### config.mk
export PLATFORM = sky130hd
export DESIGN_NAME = vga_timing_rx
export DESIGN_NICKNAME = d
export VERILOG_FILES = /design/src/rtl/vga_timing_pkg.sv /design/src/rtl/sync_edge_det.sv /design/src/rtl/vga_timing_rx.sv
export SDC_FILE = /design/constraint.sdc
export NUM_CORES = 1
export LEC_CHECK = 0
export ABC_AREA = 1
export BUFFER_PORTS_ARGS = -buffer_cell sky130_fd_sc_hd__clkbuf_2
export CAP_MARGIN = 20
export CORE_ASPECT_RATIO = 0.9
export CORE_UTILIZATION = 35
export CTS_CLUSTER_DIAMETER = 30
export DETAILED_ROUTE_END_ITERATION = 10
export GPL_ROUTABILITY_DRIVEN = 0
export PLACE_DENSITY = 0.59
export SLEW_MARGIN = 20
export SYNTH_ARGS = -nofsm -noshare
export SYNTH_HDL_FRONTEND = slang
export SYNTH_SLANG_ARGS = --single-unit
### constraint.sdc
create_clock -name i_clk -period 3.15 [get_ports i_clk]
set_input_delay 0.315 -clock i_clk [delete_from_list [all_inputs] [get_ports i_clk]]
set_output_delay 0.315 -clock i_clk [all_outputs]
set_load 0.02 [all_outputs]
### src/rtl/vga_timing_pkg.sv
// Shared 1024x768@60 timing constants, coordinate widths and receiver FSM
// state encoding. Also used by the display timing generator.
package vga_timing_pkg;

    // Horizontal timing in pixel strobes
    localparam int XGA_H_ACTIVE = 1024;
    localparam int XGA_H_FP     = 24;
    localparam int XGA_H_SYNC   = 136;
    localparam int XGA_H_BP     = 160;
    localparam int XGA_H_TOTAL  = XGA_H_ACTIVE + XGA_H_FP + XGA_H_SYNC + XGA_H_BP;
    localparam int XGA_HS_START = XGA_H_ACTIVE + XGA_H_FP;

    // Vertical timing in lines
    localparam int XGA_V_ACTIVE = 768;
    localparam int XGA_V_FP     = 3;
    localparam int XGA_V_SYNC   = 6;
    localparam int XGA_V_BP     = 29;
    localparam int XGA_V_TOTAL  = XGA_V_ACTIVE + XGA_V_FP + XGA_V_SYNC + XGA_V_BP;
    localparam int XGA_VS_START = XGA_V_ACTIVE + XGA_V_FP;

    // Both syncs are active-low in this mode
    localparam int XGA_SYNC_POL = 0;

    // Coordinate widths
    localparam int X_W = 11;
    localparam int Y_W = 10;

    typedef enum logic [1:0] {
        SEARCH  = 2'd0,
        MEASURE = 2'd1,
        LOCKED  = 2'd2
    } rx_state_e;

endpackage

### src/rtl/sync_edge_det.sv
// Strobe-qualified leading-edge detector for one sync line. The history
// register only advances on strobe cycles, so activity between strobes is
// invisible to the detector.
module sync_edge_det #(
    parameter bit POL = 1'b0
) (
    input  logic clk,
    input  logic rst,
    input  logic stb,
    input  logic sync,
    output logic lead
);

    logic sync_p0;

    // Remember the sync level seen on the previous strobe; reset to idle level
    always_ff @(posedge clk) begin
        if (rst) begin
            sync_p0 <= ~POL;
        end else if (stb) begin
            sync_p0 <= sync;
        end
    end

    assign lead = stb && (sync == POL) && (sync_p0 != POL);

endmodule

### src/rtl/vga_timing_rx.sv
// Receive side of the VGA timing link: locks onto an HS/VS pair, measures
// line length and lines per frame, and regenerates pixel coordinates and
// display-enable. All state advances only on pixel-strobe cycles.
module vga_timing_rx
    import vga_timing_pkg::*;
#(
    parameter int H_ACTIVE    = XGA_H_ACTIVE,
    parameter int H_TOTAL     = XGA_H_TOTAL,
    parameter int HS_START    = XGA_HS_START,
    parameter int V_ACTIVE    = XGA_V_ACTIVE,
    parameter int V_TOTAL     = XGA_V_TOTAL,
    parameter int VS_START    = XGA_VS_START,
    parameter int SYNC_POL    = XGA_SYNC_POL,
    parameter int LOCK_FRAMES = 2
) (
    input  logic           i_clk,
    input  logic           i_rst,
    input  logic           i_pix_stb,
    input  logic           i_hs,
    input  logic           i_vs,
    output logic [X_W-1:0] o_x,
    output logic [Y_W-1:0] o_y,
    output logic           o_de,
    output logic           o_locked,
    output logic [X_W-1:0] o_line_len,
    output logic [Y_W-1:0] o_frame_lines,
    output logic           o_err
);

    // Timeout is twice a nominal line; its counter is sized separately from
    // lcnt because 2*H_TOTAL can exceed the 11-bit saturating line counter.
    localparam int TO_LIM = 2 * H_TOTAL;
    localparam int TO_W   = $clog2(TO_LIM + 1);
    localparam int G_W    = $clog2(LOCK_FRAMES + 1);

    localparam logic [X_W-1:0]  HTOT_M1  = X_W'(H_TOTAL - 1);
    localparam logic [X_W-1:0]  HTOT     = X_W'(H_TOTAL);
    localparam logic [X_W-1:0]  HS_LOAD  = X_W'(HS_START);
    localparam logic [X_W-1:0]  HS_PRE   = X_W'(HS_START - 1);
    localparam logic [X_W-1:0]  X_ACT    = X_W'(H_ACTIVE);
    localparam logic [Y_W-1:0]  VTOT_M1  = Y_W'(V_TOTAL - 1);
    localparam logic [Y_W-1:0]  VTOT     = Y_W'(V_TOTAL);
    localparam logic [Y_W-1:0]  VS_LOAD  = Y_W'(VS_START);
    localparam logic [Y_W-1:0]  VS_PRE   = Y_W'(VS_START - 1);
    localparam logic [Y_W-1:0]  Y_ACT    = Y_W'(V_ACTIVE);
    localparam logic [TO_W-1:0] TO_M1    = TO_W'(TO_LIM - 1);
    localparam logic [TO_W-1:0] TO_MAX   = TO_W'(TO_LIM);
    localparam logic [G_W-1:0]  GOOD_M1  = G_W'(LOCK_FRAMES - 1);

    // Saturating increments for the measurement counters
    function automatic logic [X_W-1:0] sat_inc_x(input logic [X_W-1:0] v);
        return (v == '1) ? v : v + X_W'(1);
    endfunction

    function automatic logic [Y_W-1:0] sat_inc_y(input logic [Y_W-1:0] v);
        return (v == '1) ? v : v + Y_W'(1);
    endfunction

    logic            hs_lead;
    logic            vs_lead;
    logic [X_W-1:0]  hc;
    logic [Y_W-1:0]  vc;
    logic [X_W-1:0]  hc_nxt;
    logic [Y_W-1:0]  vc_nxt;
    logic [X_W-1:0]  lcnt;
    logic [Y_W-1:0]  fcnt;
    logic [TO_W-1:0] tcnt;
    logic [G_W-1:0]  gcnt;
    logic            bad;
    rx_state_e       state;

    logic [X_W-1:0]  line_len_new;
    logic            line_bad;
    logic [Y_W-1:0]  fcnt_hs;
    logic            to_hit;
    logic            hs_err;
    logic            vs_err;

    sync_edge_det #(.POL(SYNC_POL != 0)) u_hs_det (
        .clk  (i_clk),
        .rst  (i_rst),
        .stb  (i_pix_stb),
        .sync (i_hs),
        .lead (hs_lead)
    );

    sync_edge_det #(.POL(SYNC_POL != 0)) u_vs_det (
        .clk  (i_clk),
        .rst  (i_rst),
        .stb  (i_pix_stb),
        .sync (i_vs),
        .lead (vs_lead)
    );

    // HS/VS on the same strobe: the HS line is measured and counted first,
    // so the closing VS sees fcnt already including that edge.
    assign line_len_new = sat_inc_x(lcnt);
    assign line_bad     = (line_len_new != HTOT);
    assign fcnt_hs      = hs_lead ? sat_inc_y(fcnt) : fcnt;
    assign to_hit       = !hs_lead && (tcnt == TO_M1);
    assign hs_err       = hs_lead && (hc != HS_PRE);
    assign vs_err       = vs_lead && ((vc != VS_PRE) || (hc != HTOT_M1));

    // Next pixel coordinates: sync edges re-phase the counters, otherwise free-run
    always_comb begin
        hc_nxt = hc;
        vc_nxt = vc;
        if (hs_lead) begin
            hc_nxt = HS_LOAD;
        end else if (hc == HTOT_M1) begin
            hc_nxt = '0;
        end else begin
            hc_nxt = hc + X_W'(1);
        end
        if (vs_lead) begin
            vc_nxt = VS_LOAD;
        end else if (!hs_lead && (hc == HTOT_M1)) begin
            vc_nxt = (vc == VTOT_M1) ? '0 : vc + Y_W'(1);
        end
    end

    // Coordinate, measurement and lock FSM state, advanced only on strobes
    always_ff @(posedge i_clk) begin
        if (i_rst) begin
            hc            <= '0;
            vc            <= '0;
            lcnt          <= '0;
            fcnt          <= '0;
            tcnt          <= '0;
            gcnt          <= '0;
            bad           <= 1'b0;
            state         <= SEARCH;
            o_locked      <= 1'b0;
            o_err         <= 1'b0;
            o_line_len    <= '0;
            o_frame_lines <= '0;
        end else begin
            o_err <= 1'b0;
            if (i_pix_stb) begin
                hc <= hc_nxt;
                vc <= vc_nxt;

                if (hs_lead) begin
                    o_line_len <= line_len_new;
                    lcnt       <= '0;
                    tcnt       <= '0;
                end else begin
                    lcnt <= sat_inc_x(lcnt);
                    if (tcnt != TO_MAX) begin
                        tcnt <= tcnt + TO_W'(1);
                    end
                end

                if (vs_lead) begin
                    o_frame_lines <= fcnt_hs;
                    fcnt          <= '0;
                end else begin
                    fcnt <= fcnt_hs;
                end

                if (to_hit) begin
                    state    <= SEARCH;
                    o_locked <= 1'b0;
                    o_err    <= (state == LOCKED);
                end else begin
                    case (state)
                        SEARCH: begin
                            if (vs_lead) begin
                                state <= MEASURE;
                                gcnt  <= '0;
                                bad   <= 1'b0;
                            end
                        end
                        MEASURE: begin
                            if (vs_lead) begin
                                if (!bad && !(hs_lead && line_bad) && (fcnt_hs == VTOT)) begin
                                    gcnt <= gcnt + G_W'(1);
                                    if (gcnt == GOOD_M1) begin
                                        state    <= LOCKED;
                                        o_locked <= 1'b1;
                                    end
                                end else begin
                                    gcnt <= '0;
                                end
                                bad <= 1'b0;
                            end else if (hs_lead && line_bad) begin
                                bad <= 1'b1;
                            end
                        end
                        LOCKED: begin
                            // A VS edge starts a fresh frame; an HS slip leaves a partial one
                            if (hs_err || vs_err) begin
                                o_err    <= 1'b1;
                                o_locked <= 1'b0;
                                state    <= MEASURE;
                                gcnt     <= '0;
                                bad      <= !vs_lead;
                            end
                        end
                        default: begin
                            state    <= SEARCH;
                            o_locked <= 1'b0;
                        end
                    endcase
                end
            end
        end
    end

    assign o_x  = hc;
    assign o_y  = vc;
    assign o_de = o_locked && (hc < X_ACT) && (vc < Y_ACT);

endmodule

# --- After elaboration in Yosys (flattened, before gate mapping) ---
# Cells that the tools add are included.
word_totals:
  ff_bits: 84
  output_inout_bits: 45
  word_cells: 120
op_classes:
  addsub: 6
  n_lt_le_gt_ge: 2
  n_eq_ne: 24
  mux: 38
  bitwise_logic: 4
  reduce_logical: 32
ops:
  columns: ["cell", "count"]
  rows:
  - ["$mux 10", 6]
  - ["$mux 11", 4]
  - ["$ne 11x11->1 const B", 3]
  - ["$eq 10x10->1 const B", 3]
  - ["$mux 12", 2]
  - ["$reduce_and 6->1", 4]
  - ["$add 11x1->11 const B", 2]
  - ["$eq 11x11->1 const B", 2]
  - ["$add 10x1->10 const B", 2]
  - ["$mux 2", 10]
  - ["$ne 3x3->1 const B", 5]
  - ["$logic_and 1x1->1", 13]
  - ["$add 12x1->12 const B", 1]
  - ["$eq 12x12->1 const B", 1]
  - ["$mux 1", 12]
  - ["$ne 12x12->1 const B", 1]
  - ["$pmux 2 s3", 2]
  - ["$lt 11x11->1 const B", 1]
  - ["$lt 10x10->1 const B", 1]
  - ["$ne 10x10->1 const B", 1]
  - ["$reduce_and 2->1", 4]
  - ["$ne 2x2->1 const B", 3]
  - ["$pmux 1 s3", 2]
  - ["$eq 2x1->1 const B", 2]
  - ["11 further kinds", 19]

# --- Longest topological paths before layout ---
# Gate-level depths: netlist of run 1.
depth:
  depth_word: 11
  mapped_depth: 16
  depth_no_buf: 15

# --- Hierarchy ---
# Synthesis of run 1 repeated with hierarchy kept, for this count alone.
unflattened:
  cells_unflattened: 683
  hier_area_um2: 4610.7
by_module_without_submodules:
  columns: ["module", "n_inst", "cells_each", "area_per_inst_um2", "seq_area_each_um2"]
  rows:
  - ["vga_timing_rx", 1, 663, 4485.6, 1641.6]
  - ["sync_edge_det", 2, 10, 62.6, 20.0]

# --- Least setup slack after synthesis of run 1 ---
# OpenSTA, ideal clock, no wires.
synth_path:
  kind: "register to register"
  startpoint: "register lcnt[0]"
  endpoint: "register state[0]"
  arrival_time_ns: 1.724
  required_time_ns: 3.035
  setup_slack_ns: 1.311
  path_stages_with_launch: 16
  path_buffers: 1
  period_less_slack_ns: 1.839
  cell_sequence: "dfxtp_1 > ha_1 > nand2_2 > nor2_4 > nand3_2 > buf_6 > nand3_2 > nand2_1 > nor2_1 > nand3_1 > nand2_2 > nand3_2 > nand2_2 > nand3_1 > nand2_1 > nor2_1"
synth_via:
  elab_chain_cells: 9
synth_rtl:
  columns: ["element", "line", "text"]
  rows:
  - ["start, declared", "vga_timing_rx.sv:65", "logic [X_W-1:0] lcnt;"]
  - ["start signal, assigned", "vga_timing_rx.sv:148", "lcnt <= sat_inc_x(lcnt);"]
  - ["$add 11x1->11 or $eq 11x11->1 (tied branches)", "vga_timing_rx.sv:52", "return (v == '1) ? v : v + X_W'(1);"]
  - ["$mux 11 *", null, null]
  - ["$ne 11x11->1 *", "vga_timing_rx.sv:98", "assign line_bad = (line_len_new != HTOT);"]
  - ["$logic_and 1x1->1 *", "vga_timing_rx.sv:176", "if (!bad && !(hs_lead && line_bad) && (fcnt_hs == VTOT)) begin"]
  - ["$logic_not 1->1 *", "vga_timing_rx.sv:176", null]
  - ["$logic_and 1x1->1 * (2 in a row)", "vga_timing_rx.sv:176", null]
  - ["$ne 3x3->1 (no source line) *", null, null]
  - ["$reduce_and 6->1 (no source line) *", null, null]
  - ["end signal, assigned", "vga_timing_rx.sv:169", "state <= MEASURE;"]
  - ["end signal, assigned", "vga_timing_rx.sv:179", "state <= LOCKED;"]
  - ["end signal, assigned", "vga_timing_rx.sv:195", "state <= MEASURE;"]
  - ["end, declared", "vga_timing_rx.sv:70", "rx_state_e state;"]
# Mark *: on every way between the ends. The rest lies on a longest branch, timed or not.
# A chain may end at the register's enable or synchronous reset.

# --- Worst setup path in the final report of run 1 ---
layout_path:
  startpoint: "register hc[0] (netlist: o_x[0])"
  endpoint: "register vc[0] (netlist: o_y[0])"
layout_via:
  elab_chain_cells: 4
layout_rtl:
  columns: ["element", "line", "text"]
  rows:
  - ["start, declared", "vga_timing_rx.sv:61", "logic [X_W-1:0] hc;"]
  - ["start signal, assigned", "vga_timing_rx.sv:140", "hc <= hc_nxt;"]
  - ["$eq 11x11->1", "vga_timing_rx.sv:117", "end else if (!hs_lead && (hc == HTOT_M1)) begin"]
  - ["$logic_and 1x1->1", "vga_timing_rx.sv:117", null]
  - ["$reduce_bool 2->1 (no source line)", null, null]
  - ["$reduce_and 2->1 (no source line)", null, null]
  - ["end signal, assigned", "vga_timing_rx.sv:141", "vc <= vc_nxt;"]
  - ["end, declared", "vga_timing_rx.sv:62", "logic [Y_W-1:0] vc;"]
# Every way passes these cells.

==> summary.txt, run 1 <==
Logic synthesis
  – Post-synth top flop: dfxtp_1
  – Post-Syn Area per Cell: 6.97 um^2
  – Count leader, synth: nand2_1
  – Library cells used by synthesis: 42
  – Net count after synthesis: 646
  – Sequential fraction of the synthesis area: 38.5%
  – Post-synth EDFFs: 0
  – Cell Area, Synth: 4370 um^2
  – Area contributors post-synth: dfxtp_1 (38%), nand2_1 (12%), inv_1 (7.1%), nor2_1 (6.0%), a21oi_1 (4.5%)
  – Flops & latches, synth: 84
  – Synth cell count leaders: nand2_1 (136), dfxtp_1 (84), inv_1 (83), nor2_1 (70), a21oi_1 (39)
  – Top cell type's share of synthesized area: 38.5%
  – Post-synthesis cell count: 627
  – Yosys top cell by area: dfxtp_1
  – Ys Warns: 0
  – Ys async rst share: 0%

Final layout
  – ANT cells: 0
  – Nets@finish: 692
  – Multi-input gate area: 2270 um^2
  – Finished Layout Cells: 838
  – FF+latch area: 1680 um^2
  – Share of layout cells above drive strength 1: 14.0%
  – Fillcell total: 1271
  – Area Growth Syn to Fin: 16.2%

Global route
  – Global route overflow: 0
  – Vias in the first global route: 3915
  – Largest net degree at the start of global routing: 33
  – Global-route wire length before repair: 18000 um
  – GRT Total Usage: 17.5%
  – Initial antenna violation count: 0

Placed design
  – Post-DP HPWL: 7870 um
  – Worst slack, placed: 0.704 ns
  – Port-buffer cells: 49
  – Dpl cells: 822

Route
  – Via density: 4.94
  – Drt total wl: 10600 um
  – Post-route ant nets: 0
  – Vias: 4143
  – Pre-Repair DR Iteration Count: 4
  – WL/cell: 12.7 um
  – DR DRC count: 0
  – Iter 0 DRT Violations: 149

STA
  – Final setup viols: 0
  – Slew margin rel.: 67.8%
  – RSZ-0062 raised after global routing: no
  – Fin. max-slew vios: 0
  – Fin crit share: 71.2%
  – Worst setup margin: 0.906 ns
  – Clk_skew: 0.00441 ns
  – TNS Setup: 0 ns
  – Worst Tran Pin Value: 0.482 ns
  – Min Tclk post-route: 2.24 ns
  – Hold Vio Cnt, Final: 0
  – F_max: 446 MHz

Clock network
  – Worst-Skew Late Latency: 0.34 ns
  – Root Buffer: clkbuf_16
  – CTS buffer count: 9
  – CTS sink cnt: 84
  – Maximum clock insertion buffer count: 2
  – Setup Fix Bufs, Post-CTS: 0
  – CTS Hold Bufs: 0
  – Clock-pin transition on the worst setup and hold timing paths: 0.06 ns
  – Cts repair resizes: 0
  – H-tree levels: 3
  – CTS tree: yes

Critical path
  – CP required: 3.39 ns
  – CP max stage delay: 0.42 ns
  – Type of destination of the critical path: flip-flop
  – Slowest CP cell: dfxtp_1
  – Type of the worst setup path: flip-flop to flip-flop
  – CP Max Fanout: 14
  – Crit path DAT: 2.49 ns
  – Startpoint types: flip-flop
  – Most used cell, CP: nand2_1
  – Worst path cell trace: ha_1 -> nand2_1 -> nor2_1 -> nand2_1 -> nor2_2 -> nand3_1 -> nand2_1 -> inv_1 -> a221oi_1

Pwr
  – Max VDD drop: 203 uV
  – Power Density: 503 nW/um^2
  – Static leakage: 2.14 nW
  – Total power: 2.55 mW

Die
  – Die Wd: 120 um
  – Row count: 38
  – Starting Density: 36.0%
  – Die H: 108 um
  – Num ports: 50
  – Core ar.: 12100 um^2
  – Die footprint: 12900 um^2

Run
  – Max cap viols: 0

Hold path
  – HP Class: input port to flip-flop

Outcome
  – Status: complete, no violations
## kinds of logic (layout without fill, tap and decap cells)
group	count (synthesis)	count (layout)	share of synthesized area, %
simple gates	306	306	31.8
buf+inv	106	157	9.62
xor+xnor	7	7	1.40
flops	84	84	38.5
compound gates	110	110	14.6
fa+ha+maj	14	14	4.01
## state kept, by name, summed over array words and instances, names as in the netlist
name,count
u_vs_det.sync_p0,1
gcnt,2
o_line_len,11
bad,1
o_frame_lines,10
u_hs_det.sync_p0,1
o_err,1
o_locked,1
lcnt,11
o_x,11
tcnt,12
o_y,10
fcnt,10
state,2
## through the flow
| stage | utilization [%] | hold WS (ns) | area [um^2] |
|---|---|---|---|
| global route | 41.9 | 0.249 | 5080 |
| CTS | 41.9 | 0.239 | 5080 |
| global placement | 39.3 | 0.439 | 4760 |
| floorplan | - | 0.447 | 4370 |
| finish | 41.9 | 0.257 | 5080 |
| detailed placement | 39.3 | 0.446 | 4760 |
## report_power, final
part / switching [mW] / internal [mW]
clock network: 0.421 / 0.712
logic: 0.189 / 0.0944
registers: 0.0356 / 1.10
## final timing paths
kind | to | slack, ns | startpoint | depth (start not counted)
max | o_y[0] | 0.91 | o_x[0] | 9
min | u_vs_det.sync_p0 | 0.26 | i_vs | 3
max reg2reg | o_y[0] | 0.91 | o_x[0] | 9
min reg2reg | o_line_len[1] | 0.45 | o_line_len[1] | 2
## routing by layer
metal / global-route usage (%) / wire length [um]
met5: 0 / 0
met4: 6.43 / 233
met3: 3.85 / 476
met2: 30.3 / 4860
met1: 21.4 / 5030
## placed cells by master, fill, tap and decap left out, types with 10 or more instances in the layout
cell type,synthesis,final
nand2_1,136,136
dfxtp_1,84,84
inv_1,83,83
nor2_1,70,70
clkbuf_2,0,49
a21oi_1,39,39
nand3_1,37,37
o21ai_0,36,36
nor3_1,16,16
nand4_1,16,16
ha_1,14,14
a211oi_1,10,10
## critical path: cells and delay by family, from the launching register on
family / cells / cell delay, ns
fa+ha+maj: 1 / 0.20
compound gates: 1 / 0.30
simple gates: 6 / 1.08
flops: 1 / 0.42
buf+inv: 1 / 0.14
## cell type report
class / count / area share [%]
flip-flops and latches: 84 / 33.1
repair buffers: 54 / 5.57
inverters: 87 / 6.46
clock inverters: 5 / 1.48
well taps: 160 / 3.94
clock buffers: 11 / 4.78
multi-input cells: 437 / 44.7
Power figures use the tool's default switching activity.
==> run 2, diff against run 1 <==
clock period = 2.1 ns   (was 3.15 ns; I/O delays follow)
==> run 2 against run 1 <==
Non-clock buffer count is 20 higher. Critical path depth is 4 higher. Critical endpoint is now state[1]. Highest routed layer unchanged. Sequential cell count stayed put. Setup slack worse by 0.78 ns. Cell count is 2.3% higher. Count of clock-buffer cells in the layout is 3 higher. Clock power is 36% higher.
==> summary.txt, run 2 (same netlist as run 1, synthesis figures left out) <==
Critical path
  – Startpoint types: flip-flop
  – R2R Path Start: fcnt[0]
  – Type of the worst setup path: flip-flop to flip-flop
  – FF-to-FF End: state[1]
  – R2R Setup Slk: 0.13 ns
  – CP Max Fanout: 9
  – Crit path DAT: 2.21 ns
  – CP required: 2.34 ns
  – Type of destination of the critical path: flip-flop
  – R2r worst-path depth: 13

Die
  – Core ar.: 12100 um^2
  – Die H: 108 um
  – Num ports: 50
  – Row count: 38
  – Die Wd: 120 um
  – Starting Density: 36.0%
  – Die footprint: 12900 um^2

STA
  – Final setup viols: 0
  – Fin crit share: 93.9%
  – Slew margin rel.: 69.4%
  – Worst Tran Pin Value: 0.458 ns
  – Worst setup margin: 0.128 ns
  – Hold Vio Cnt, Final: 0
  – Min Tclk post-route: 1.97 ns
  – Final Hold Slack: 0.158 ns
  – Fin. max-slew vios: 0
  – TNS Setup: 0 ns
  – RSZ-0062 raised after global routing: yes
  – F_max: 507 MHz
  – Clk_skew: 0.00851 ns

Route
  – Drt total wl: 10900 um
  – Post-route ant nets: 0
  – WL/cell: 12.7 um
  – Iter 0 DRT Violations: 185
  – DR DRC count: 0
  – Pre-Repair DR Iteration Count: 4
  – Via density: 4.92
  – Vias: 4216

Global route
  – Vias in the first global route: 3967
  – Largest net degree at the start of global routing: 33
  – Global route overflow: 0
  – Initial antenna violation count: 0
  – Global-route wire length before repair: 18400 um
  – GRT Total Usage: 17.8%

Clock network
  – Root Buffer: clkbuf_16
  – H-tree levels: 3
  – CTS sink cnt: 84
  – Worst-Skew Late Latency: 0.34 ns
  – CTS tree: yes
  – Maximum clock insertion buffer count: 2
  – Clock-pin transition on the worst setup and hold timing paths: 0.06 ns
  – CTS buffer count: 9

Final layout
  – Fillcell total: 1275
  – Max reg flops: 12
  – Area Growth Syn to Fin: 21.5%
  – ANT cells: 0
  – Most common cell after layout, fill and taps aside: nand2_1
  – Largest register by flop count: tcnt
  – Nets@finish: 712
  – Post-layout util: 43.8%
  – Most frequent cells in the layout: nand2_1 (135), inv_1 (82), dfxtp_1 (78), nor2_1 (66), clkbuf_2 (49)
  – Share of layout cells above drive strength 1: 19.7%

Placed design
  – Port-buffer cells: 49
  – Post-DP HPWL: 8020 um
  – Worst slack, placed: 0.00579 ns

Hold path
  – Worst Hold Launch: i_vs
  – Hold EP: u_vs_det.sync_p0
  – Worst Hold Depth: 3
  – HP Class: input port to flip-flop

Pwr
  – Static leakage: 2.24 nW
  – Max VDD drop: 396 uV
  – Power Density: 699 nW/um^2

Outcome
  – Status: complete, no violations

Run
  – Max cap viols: 0
-- run 2: changes by cell type in the layout (fill, tap and decap cells not counted), moves of 4 or more --
cell / previous run / this run
nor2_1: 70 / 66
dfxtp_2: 0 / 5
dfxtp_1: 84 / 78
buf_4: 5 / 25
nand3_1: 37 / 33
-- run 2: area by class of cell --
cell class,count,area [um^2],area share (%)
well taps,160,200,3.77
repair buffers,74,433,8.15
clock inverters,1,5.00,0.0943
flip-flops and latches,84,1690,31.9
clock buffers,14,284,5.35
multi-input cells,437,2360,44.5
inverters,87,332,6.25
-- run 2: through the flow --
| step | total power, mW | instance area (um^2) | cells |
|---|---|---|---|
| finish | 3.71 | 5310 | 857 |
| global route | 3.88 | 5310 | 857 |
| CTS | 3.74 | 5180 | 853 |
| detailed placement | 2.19 | 4880 | 838 |
| global placement | 2.18 | 4880 | 838 |
| floorplan | 2.04 | 4370 | 627 |
-- run 2: where the power goes --
group	internal [mW]	switching, mW	leakage [nW]
clock network	0.922	0.617	0.145
registers	1.65	0.0507	0.685
logic	0.166	0.303	1.41
total	2.74	0.971	2.24
-- run 2: how the worst max path moves through the flow --
stage	to	slack, ns	start	depth (start not counted)
floorplan	state[0]	0.26	lcnt[0]	15
CTS	state[1]	0.03	fcnt[0]	14
global placement	state[0]	0.08	lcnt[1]	14
finish	state[1]	0.13	fcnt[0]	13
global route	state[1]	-0.05	fcnt[0]	13
detailed placement	state[1]	0.006	lcnt[1]	14
-- run 2: repair_timing --
item                       CTS  global route
hold endpoints to repair     0             0
setup endpoints to repair    2             7
hold buffers                 0             0
resized for setup            2            31
pin swaps                    0            13
buffers inserted             0             4
-- run 2: worst max-delay path, stage by stage, from the launching register on --
cell and delay [ns]:
dfxtp_2 0.36, ha_2 0.21, nand2_2 0.08, nor2_4 0.18, nand2_4 0.11, nand2_1 0.09, xor2_1 0.19, nand3_1 0.11
nor2_2 0.17, nand3_2 0.11, nand2_4 0.09, nand3_1 0.06, nand2_1 0.06, nor2_1 0.04
-- run 2: routing by layer --
layer / vias to the layer above / GRT usage [%] / wire length, um
li1: 2192 / - / -
met1: 1945 / 22.4 / 5250
met2: 73 / 30.0 / 5120
met5: - / 0 / 0
met3: 6 / 4.91 / 449
met4: 0 / 4.38 / 78
